<file path="src/rtl/des_pkg.sv">
// Shared types and constants for the DES round sequencer and its integration.
package des_pkg;

    localparam int DES_BLOCK_W = 64;
    localparam int DES_ROUNDS  = 16;
    localparam int ROUNDSEL_W  = 4;

    typedef enum logic [1:0] {
        IDLE = 2'd0,
        RUN  = 2'd1,
        WAIT = 2'd2,
        DONE = 2'd3
    } seq_state_e;

    // Classic textbook DES vector: key 133457799BBCDFF1 maps this plaintext to this ciphertext.
    localparam logic [0:DES_BLOCK_W-1] TV_KEY    = 64'h133457799BBCDFF1;
    localparam logic [0:DES_BLOCK_W-1] TV_PLAIN  = 64'h0123456789ABCDEF;
    localparam logic [0:DES_BLOCK_W-1] TV_CIPHER = 64'h85E813540F0AB405;

endpackage

</file>
<file path="src/rtl/des_seq_ctrl.sv">
// Drives an iterative single-round DES core: latches one block, steps roundSel
// through every round, waits out the core latency and hands back the result.
module des_seq_ctrl
    import des_pkg::*;
#(
    parameter int ROUNDS   = DES_ROUNDS,
    parameter int CORE_LAT = 1
) (
    input  logic                    clk,
    input  logic                    reset,
    input  logic                    in_valid,
    output logic                    in_ready,
    input  logic [0:DES_BLOCK_W-1]  in_data,
    input  logic [0:DES_BLOCK_W-1]  in_key,
    input  logic                    in_decrypt,
    output logic                    out_valid,
    input  logic                    out_ready,
    output logic [0:DES_BLOCK_W-1]  out_data,
    output logic                    busy,
    output logic [0:DES_BLOCK_W-1]  core_desIn,
    output logic [0:DES_BLOCK_W-1]  core_key,
    output logic                    core_decrypt,
    output logic [0:ROUNDSEL_W-1]   core_roundSel,
    input  logic [0:DES_BLOCK_W-1]  core_desOut
);

    localparam int CNT_W = 2;
    localparam logic [0:ROUNDSEL_W-1] LAST_ROUND = ROUNDSEL_W'(ROUNDS - 1);
    localparam logic [CNT_W-1:0]      WAIT_INIT  = CNT_W'(CORE_LAT - 1);

    seq_state_e               state_q, state_d;
    logic [0:ROUNDSEL_W-1]    round_q, round_d;
    logic [CNT_W-1:0]         count_q, count_d;
    logic                     outValid_q, outValid_d;
    logic [0:DES_BLOCK_W-1]   outData_q, outData_d;
    logic [0:DES_BLOCK_W-1]   desIn_q, desIn_d;
    logic [0:DES_BLOCK_W-1]   key_q, key_d;
    logic                     decrypt_q, decrypt_d;
    logic                     accept;

    // A DONE slot frees up on the same edge the consumer takes the result,
    // so a waiting request can be taken without an idle bubble.
    assign in_ready = (state_q == IDLE) | ((state_q == DONE) & out_ready);
    assign accept   = in_valid & in_ready;

    assign busy          = (state_q == RUN) | (state_q == WAIT);
    assign out_valid     = outValid_q;
    assign out_data      = outData_q;
    assign core_desIn    = desIn_q;
    assign core_key      = key_q;
    assign core_decrypt  = decrypt_q;
    assign core_roundSel = round_q;

    always_comb begin
        state_d    = state_q;
        round_d    = round_q;
        count_d    = count_q;
        outValid_d = outValid_q;
        outData_d  = outData_q;
        desIn_d    = desIn_q;
        key_d      = key_q;
        decrypt_d  = decrypt_q;

        case (state_q)
            IDLE: begin
                if (accept) begin
                    desIn_d   = in_data;
                    key_d     = in_key;
                    decrypt_d = in_decrypt;
                    round_d   = '0;
                    state_d   = RUN;
                end
            end
            RUN: begin
                // round_q returns to zero on exit so roundSel idles at 0.
                if (round_q == LAST_ROUND) begin
                    round_d = '0;
                    count_d = WAIT_INIT;
                    state_d = WAIT;
                end else begin
                    round_d = round_q + ROUNDSEL_W'(1);
                end
            end
            WAIT: begin
                if (count_q == '0) begin
                    outData_d  = core_desOut;
                    outValid_d = 1'b1;
                    state_d    = DONE;
                end else begin
                    count_d = count_q - CNT_W'(1);
                end
            end
            DONE: begin
                if (out_ready) begin
                    outValid_d = 1'b0;
                    if (accept) begin
                        desIn_d   = in_data;
                        key_d     = in_key;
                        decrypt_d = in_decrypt;
                        round_d   = '0;
                        state_d   = RUN;
                    end else begin
                        state_d = IDLE;
                    end
                end
            end
            default: begin
                state_d = IDLE;
            end
        endcase
    end

    always_ff @(posedge clk) begin
        if (reset) begin
            state_q    <= IDLE;
            round_q    <= '0;
            count_q    <= '0;
            outValid_q <= 1'b0;
            outData_q  <= '0;
            desIn_q    <= '0;
            key_q      <= '0;
            decrypt_q  <= 1'b0;
        end else begin
            state_q    <= state_d;
            round_q    <= round_d;
            count_q    <= count_d;
            outValid_q <= outValid_d;
            outData_q  <= outData_d;
            desIn_q    <= desIn_d;
            key_q      <= key_d;
            decrypt_q  <= decrypt_d;
        end
    end

endmodule

</file>
<file path="config.mk">
export PLATFORM = sky130hd
export DESIGN_NAME = des_seq_ctrl
export DESIGN_NICKNAME = d
export VERILOG_FILES = /design/src/rtl/des_pkg.sv /design/src/rtl/des_seq_ctrl.sv
export SDC_FILE = /design/constraint.sdc
export NUM_CORES = 1
export LEC_CHECK = 0
export ABC_AREA = 1
export CELL_PAD_IN_SITES_DETAIL_PLACEMENT = 2
export CELL_PAD_IN_SITES_GLOBAL_PLACEMENT = 2
export CORE_MARGIN = 4
export CORE_UTILIZATION = 23
export CTS_BUF_LIST = sky130_fd_sc_hd__clkbuf_8
export CTS_CLUSTER_SIZE = 12
export DETAILED_ROUTE_END_ITERATION = 8
export PLACE_DENSITY = 0.89
export SLEW_MARGIN = 10
export SYNTH_ARGS = -nofsm -noshare
export SYNTH_HDL_FRONTEND = slang
export SYNTH_SLANG_ARGS = --single-unit
</file>
<file path="constraint.sdc">
create_clock -name clk -period 4.4 [get_ports clk]
set_input_delay 0.88 -clock clk [delete_from_list [all_inputs] [get_ports clk]]
set_output_delay 0.88 -clock clk [all_outputs]
set_load 0.05 [all_outputs]
</file>
==> impl_summary.md, run 1 <==
Setup path
In this run the register-to-register setup slack is around 1.6 ns. Counting cells, the worst reg-to-reg path comes to 8. The required time of the worst setup path is 3.52 ns. The critical register-to-register path startpoint is state_q[0]$_SDFFE_PP0P_.

The endpoint kind of the worst setup timing path is an output pin. In this run the critical register-to-register path is captured at core_key[49]$_SDFFE_PP0P_. The start-to-end type of the worst setup path is input port to output pin. The arrival time of the worst setup path is between 2 and 2.5 ns. In this run the worst path has a maximum fanout of 4.

STA classifies the critical path startpoint as an input port.

Synth
In this run, synthesis inferred 0 flip-flops with an integrated enable. A synthesized cell averages 8.01 um^2. Counting every net in the synthesized netlist gives approximately 1,100. The cell count after synthesis is 926. The synthesized design contains just over 200 register bits. The share of synthesized area occupied by flip-flops and latches is a little over half.

The netlist area before placement is about 0.0074 mm^2. The top cell type by area accounts for between 50% and 60% of the synthesized area. sky130_fd_sc_hd__dfxtp_1 takes more of the synthesized area than any other cell. After synthesis, the share of flip-flops with an asynchronous set or reset is 0%. After synthesis, the cell types taking the most area are sky130_fd_sc_hd__dfxtp_1, sky130_fd_sc_hd__a21oi_1, sky130_fd_sc_hd__inv_1. The total number of yosys warnings is 0. The flip-flop cell with the highest count after synthesis is sky130_fd_sc_hd__dfxtp_1.

The count of distinct cell types in the synthesized netlist is 22.

Clock tree
The clock net in this run drives a total of about 200 sinks. The buffer depth of the longest clock path is 3. TritonCTS built the clock tree.

The H-tree was split into 2 levels. The number of gates resized after CTS was 0. The number of buffers added for setup after CTS is 0. The buffer type at the clock tree root is sky130_fd_sc_hd__clkbuf_8.

The number of hold buffers added after cts is 0. The insertion delay to the later sink of the worst-skew pair is roughly 0.53 ns. The clock edge transition at the registers on the reported setup and hold paths is 0.06 ns. The number of buffers created by CTS is 41.

Layout
The top cell types in the final layout, fill and taps aside, are sky130_fd_sc_hd__clkdlybuf4s50_1, sky130_fd_sc_hd__dfxtp_1, sky130_fd_sc_hd__inv_1. The share of post-route cells with drive strength above 1 is around 5.9%. For this run, the post-layout net count is about 1,500.

The most common cell after layout, fill and taps aside is sky130_fd_sc_hd__clkdlybuf4s50_1. Compared with the post-synthesis result, the final layout area differs by 68.7%. The non-filler instance count after layout is 1,746.

Power
The highest ir drop seen on vdd is ~0.00037 V. Power spread over the standard cell area amounts to 768 mW/mm^2. The static leakage power is around 4.8 nW. Summing internal, switching and leakage power gives roughly 9.6 mW.

Global routing
The residual overflow from global routing is 0. In the global route stage, overall resource usage came out at about 18%. The pin count of the biggest net entering global routing is about 110. The initial antenna violation count is 2. The via count of the first global-routing pass was a little under 9,000. The first-pass GRT wire length is 51.4 mm.

Timing
The final number of max-transition violations came to 0. For the final routed database, the setup TNS stands at 0 ns. The final worst clock skew is between 0.015 and 0.02 ns.

In this run the tightest slew margin relative to its limit is a little under a third. Of the available clock period, the critical path in the final layout requires between 70 and 80%. Setup repair after global routing left no endpoint under its margin. The final setup violation count is 0. The clock period minus worst slack is about 3.3 ns.

The maximum clock frequency is roughly 310 MHz. The number of failing hold endpoints at the final stage is 0. The final hold slack is 0.445 ns.

The transition at the pin with the smallest max-transition slack is 1.05 ns.

Drt
After detailed routing, the number of remaining DRC violations is 0. The vias after detailed routing is ~7,900. The number of violations reported at the end of detailed-routing iteration 0 is around 230. In the final routed layout, each cell accounts on average for 19.3 um. The detailed-router iteration count before antenna repair is 4. The final antenna-violating net count is 0. Using the TritonRoute via totals, the vias-per-cell ratio works out to 4.53. The routed design has 33.6 mm of wire.

Place
Input and output buffers added on the ports amount to 396. The number of placed instances, taps included is roughly 1,700. At the end of routability-driven placement, the weighted congestion stood at ~0.76.

The detailed-placement wirelength estimate is around 24 mm.

Hold path
The tightest min-delay check is of the flip-flop to flip-flop type. The worst hold path passes through 2 cells. The worst hold path begins at core_desIn[49]$_SDFFE_PP0P_. The path with the worst hold slack has its endpoint at core_desIn[49]$_SDFFE_PP0P_.

Floorplanning
The total die area is around 0.035 mm^2. The area of the core is about 0.032 mm^2. From bottom edge to top edge, the die measures approximately 190 um.

The count of pins on the block boundary is about 400. In this run the core area contains 65 standard-cell rows. The initial utilization of the core area, before any placement, comes to between 20% and 30%. The die span in x is approximately 190 um.

Job
Max-cap violations in this run came to 0.

Run status
The flow ran to the end, and the final reports show no timing, DRC or antenna violations.
-- cells by family after synthesis --
| kind of cell | Yosys count | share of synthesized area (%) |
|---|---|---|
| compound gates | 334 | 22.6 |
| xor+xnor | 1 | 0.118 |
| fa+ha+maj | 8 | 1.35 |
| buf+inv | 206 | 12.1 |
| flops | 202 | 54.5 |
| simple gates | 175 | 9.27 |
-- cells in the mapped netlist (2+ instances only) --
master / instances
sky130_fd_sc_hd__buf_2: 13
sky130_fd_sc_hd__nor2_1: 141
sky130_fd_sc_hd__clkbuf_1: 32
sky130_fd_sc_hd__ha_1: 8
sky130_fd_sc_hd__buf_6: 14
sky130_fd_sc_hd__inv_1: 142
sky130_fd_sc_hd__nand2_1: 24
sky130_fd_sc_hd__o21ai_1: 91
sky130_fd_sc_hd__dfxtp_1: 202
sky130_fd_sc_hd__inv_2: 2
sky130_fd_sc_hd__o21ai_0: 105
sky130_fd_sc_hd__nand3_1: 6
sky130_fd_sc_hd__a21oi_1: 136
sky130_fd_sc_hd__buf_1: 2
-- state kept, by name (all words and copies together), names as in the netlist --
| name | flops |
|---|---|
| core_decrypt | 1 |
| core_desIn | 64 |
| core_key | 64 |
| core_roundSel | 4 |
| count_q | 2 |
| out_data | 64 |
| out_valid | 1 |
| state_q | 2 |
-- how the worst max path moves through the flow --
stage / endpoint / cells past startpoint / slack (ns) / from
2_1_floorplan: in_ready / 2 / 2.33 / out_ready
4_1_cts: in_ready / 4 / 1.12 / out_ready
3_5_place_dp: core_key[20]$_SDFFE_PP0P_ / 7 / 1.05 / out_ready
6_report: in_ready / 4 / 1.13 / out_ready
5_1_grt: in_ready / 4 / 1.06 / out_ready
3_3_place_gp: in_ready / 4 / 1.14 / out_ready
-- area by class of cell --
| cell class | count | area [um^2] |
|---|---|---|
| Multi-Input combinational cell | 518 | 2480 |
| Antenna cell | 2 | 5.00 |
| Fill cell | 3516 | 19100 |
| Clock inverter | 14 | 85.1 |
| Inverter | 144 | 543 |
| Tap cell | 402 | 503 |
| Clock buffer | 58 | 798 |
| Timing Repair Buffer | 406 | 4050 |
| Sequential cell | 202 | 4040 |
-- report_power, final --
group          total, mW  leakage [nW]  internal, mW  switching, mW
logic               4.83          2.62          1.48           3.35
clock network       2.06         0.492          1.22          0.840
registers           2.72          1.66          2.40          0.324
-- through the flow --
stage / area (um^2) / worst slack (ns) / utilization (%)
after CTS: 12500 / 1.12 / 39.5
final: 12500 / 1.13 / 39.5
after global routing: 12500 / 1.06 / 39.5
after floorplan: 7410 / 2.33 / -
after detailed placement: 11600 / 1.05 / 36.7
after global placement: 11600 / 1.14 / 36.7
-- routing by layer --
metal	track usage [%]	wire [um]
met3	4.60	1970
met4	7.57	1330
met1	19.5	12800
met5	0	0
met2	33.7	17500
-- worst max-delay path, stage by stage --
cell and delay, ns:
sky130_fd_sc_hd__clkdlybuf4s50_1 0.49, sky130_fd_sc_hd__nand2_1 0.07, sky130_fd_sc_hd__nand2_2 0.12, sky130_fd_sc_hd__clkdlybuf4s50_1 0.82
(Power assumes the default switching activity.)
==> run 2: changes to the inputs <==
CORE_UTILIZATION = 21   (was 23)
PLACE_DENSITY = 0.82   (was 0.89)
clock period = 3.3 ns   (was 4.4 ns; I/O delays follow)
==> run 2 against run 1 <==
Net effect: power rose by 31%; register-to-register slack worse by 0.50 ns; flip-flop and latch count is the same; utilization decreased by 3.3 points; non-clock buffer count grew 8; final area rose by 0.60%; hold slack lost 0.0013 ns; sequential share of layout area is 0.19 points lower; combinational power up 33%; cell count grew 3.2%; die area up 9.1%; critical path type is now flip-flop to output pin; wire length shrank 4.7%.
==> impl_summary.md, run 2 (synthesis gave the netlist of run 1 again) <==
Run status
The flow ran to the end, and the final reports show no timing, DRC or antenna violations.

Drt
For this run, design rule violations remaining after detail routing come to 0. After detailed routing, the total wire length is 32.1 mm. The post-detailed-route via-to-cell ratio is 4.29.

The number of violations reported at the end of detailed-routing iteration 0 is between 200 and 250. For this block, the via count after detailed routing is 7,721. The detailed-router iteration count before antenna repair is 4. The final antenna-violating net count is 0.

The detailed-route wire length per cell is 17.8 um.

Clock tree
Post-CTS repair changed the size of 0 cells. The number of buffers created by CTS is 40. For this design, the CTS-stage hold fixing added 0 buffers.

The clock edge transition at the registers on the reported setup and hold paths is around 0.06 ns. The CTS tree is built. The clock net in this run drives a total of slightly above 200 sinks. The insertion delay to the later sink of the worst-skew pair is about 0.54 ns. The number of setup buffers added after CTS is 0. The H-tree generated during clock tree synthesis spans 2 levels.

The buffer type at the clock tree root is sky130_fd_sc_hd__clkbuf_8. No sink is reached through more buffers than the 3 on the longest clock path.

Setup path
At the worst endpoint, the arrival time is between 2 and 2.5 ns. Data on the critical path is required at its endpoint by 2.64 ns. The delay of the slowest cell on the worst path is about 0.84 ns. The start-to-end type of the worst setup path is flip-flop to output pin. Traced cell by cell, the critical path runs through ha_1 -> nand2_1 -> nand2_2 -> clkdlybuf4s50_1. The highest net fanout along the worst path is 5. The worst setup path is captured at an output pin. The launching element type of the critical path is a flip-flop.

The slowest stage of the critical path belongs to the cell sky130_fd_sc_hd__clkdlybuf4s50_1.

Floorplanning
In this run the horizontal extent of the chip is about 200 um. The initial utilization of the core area, before any placement, comes to a little over a fifth. From bottom edge to top edge, the die measures approximately 200 um.

The floorplan step defined a die boundary enclosing ~0.038 mm^2. After floorplanning, the core was sized to cover between 0.03 and 0.04 mm^2. ~400 I/O pins were placed. Row generation in the floorplan step produced approximately 70 rows.

Layout
The number of nets in the final layout is around 1,500. Leaving out fill and tap cells, the most frequent cell in the layout is sky130_fd_sc_hd__clkdlybuf4s50_1. The non-filler instance count after layout is 1,801.

The finished cells cover approximately 0.013 mm^2. The layout-stage area growth over the synthesis result is 69.7%. The core occupancy in the finished layout is a little over a third. In the layout the commonest cells are sky130_fd_sc_hd__clkdlybuf4s50_1, sky130_fd_sc_hd__dfxtp_1, sky130_fd_sc_hd__inv_1.

The share of post-route cells with drive strength above 1 is ~5.8%.

Timing
The number of failing hold endpoints at the final stage is 0. After layout, the worst path uses 90.6% of the clock period. On the final layout, the worst hold slack is roughly 0.44 ns. The final setup violation count is 0. The clock period minus worst slack is 2.99 ns. The final worst clock skew is ~0.013 ns. The transition at the pin with the smallest max-transition slack is 0.630 ns.

The final number of max-transition violations was 0. The final worst setup slack is ~0.31 ns. In this run the tightest slew margin relative to its limit is roughly 58%. The maximum clock frequency is around 330 MHz. In the final timing run, aggregate negative setup slack is 0 ns. Setup repair after global routing left no endpoint under its margin.

Place
The detailed-placement wirelength estimate is 23.3 mm. The placement-stage cell area is approximately 0.012 mm^2. Input and output buffers added on the ports amount to ~400. The final estimated routing congestion in global placement is 0.783.

The number of placed instances, taps included, is between 1,500 and 2,000. The post-placement worst setup slack is between 0.4 and 0.5 ns.

Global routing
The via count of the first global-routing pass is about 8,500. The first global-routing pass estimated around 49 mm of wire. The total overflow left after global routing is 0.

The initial antenna violation count is 3. Entering global routing, the biggest net connects 65 pins. Global routing used about 16% of the available tracks.

Job
The number of violations of the max-capacitance limit is 0.

Power
IR analysis of the VDD net gives a maximum drop of around 0.00040 V. The static leakage power is 4.78 nW. The overall power is approximately 13 mW. The areal power density over the cells is roughly 1000 mW/mm^2.

Hold path
The tightest min-delay check is of the flip-flop to flip-flop type.
run 2: layout make-up:
cell class	count	area (um^2)
antenna	2	5.00
timing repair buffer	414	4160
tap	455	569
clock inverter	16	93.8
inverter	144	543
clock buffer	50	688
fill	3927	22100
sequential	202	4040
multi-input combinational	518	2480
run 2: final timing paths:
check | start | end | slack, ns | depth (start not counted)
max | state_q[1]$_SDFFE_PP0P_ | in_ready | 0.31 | 4
min | core_key[29]$_SDFFE_PP0P_ | core_key[29]$_SDFFE_PP0P_ | 0.44 | 2
max reg2reg | state_q[1]$_SDFFE_PP0P_ | core_key[37]$_SDFFE_PP0P_ | 1.14 | 7
min reg2reg | core_key[29]$_SDFFE_PP0P_ | core_key[29]$_SDFFE_PP0P_ | 0.44 | 2
run 2: worst max-delay path, delay by kind of cell (launching register included):
kind,cells,cell delay (ns)
fa+ha+maj,1,0.31
buf+inv,1,0.84
flops,1,0.42
simple gates,2,0.22
run 2: metal layers:
layer | share of wire, % | vias up | GRT usage [%]
li1 | - | 3750 | -
met2 | 52 | 227 | 29.2
met4 | 2.4 | 2 | 5.04
met1 | 39 | 3690 | 17.4
met5 | 0.041 | - | 0
met3 | 6.7 | 52 | 4.64
run 2: report_power, final:
| group | switching, mW | leakage, nW | internal, mW |
|---|---|---|---|
| registers | 0.403 | 1.66 | 3.20 |
| clock network | 1.11 | 0.443 | 1.43 |
| logic | 4.41 | 2.68 | 2.01 |
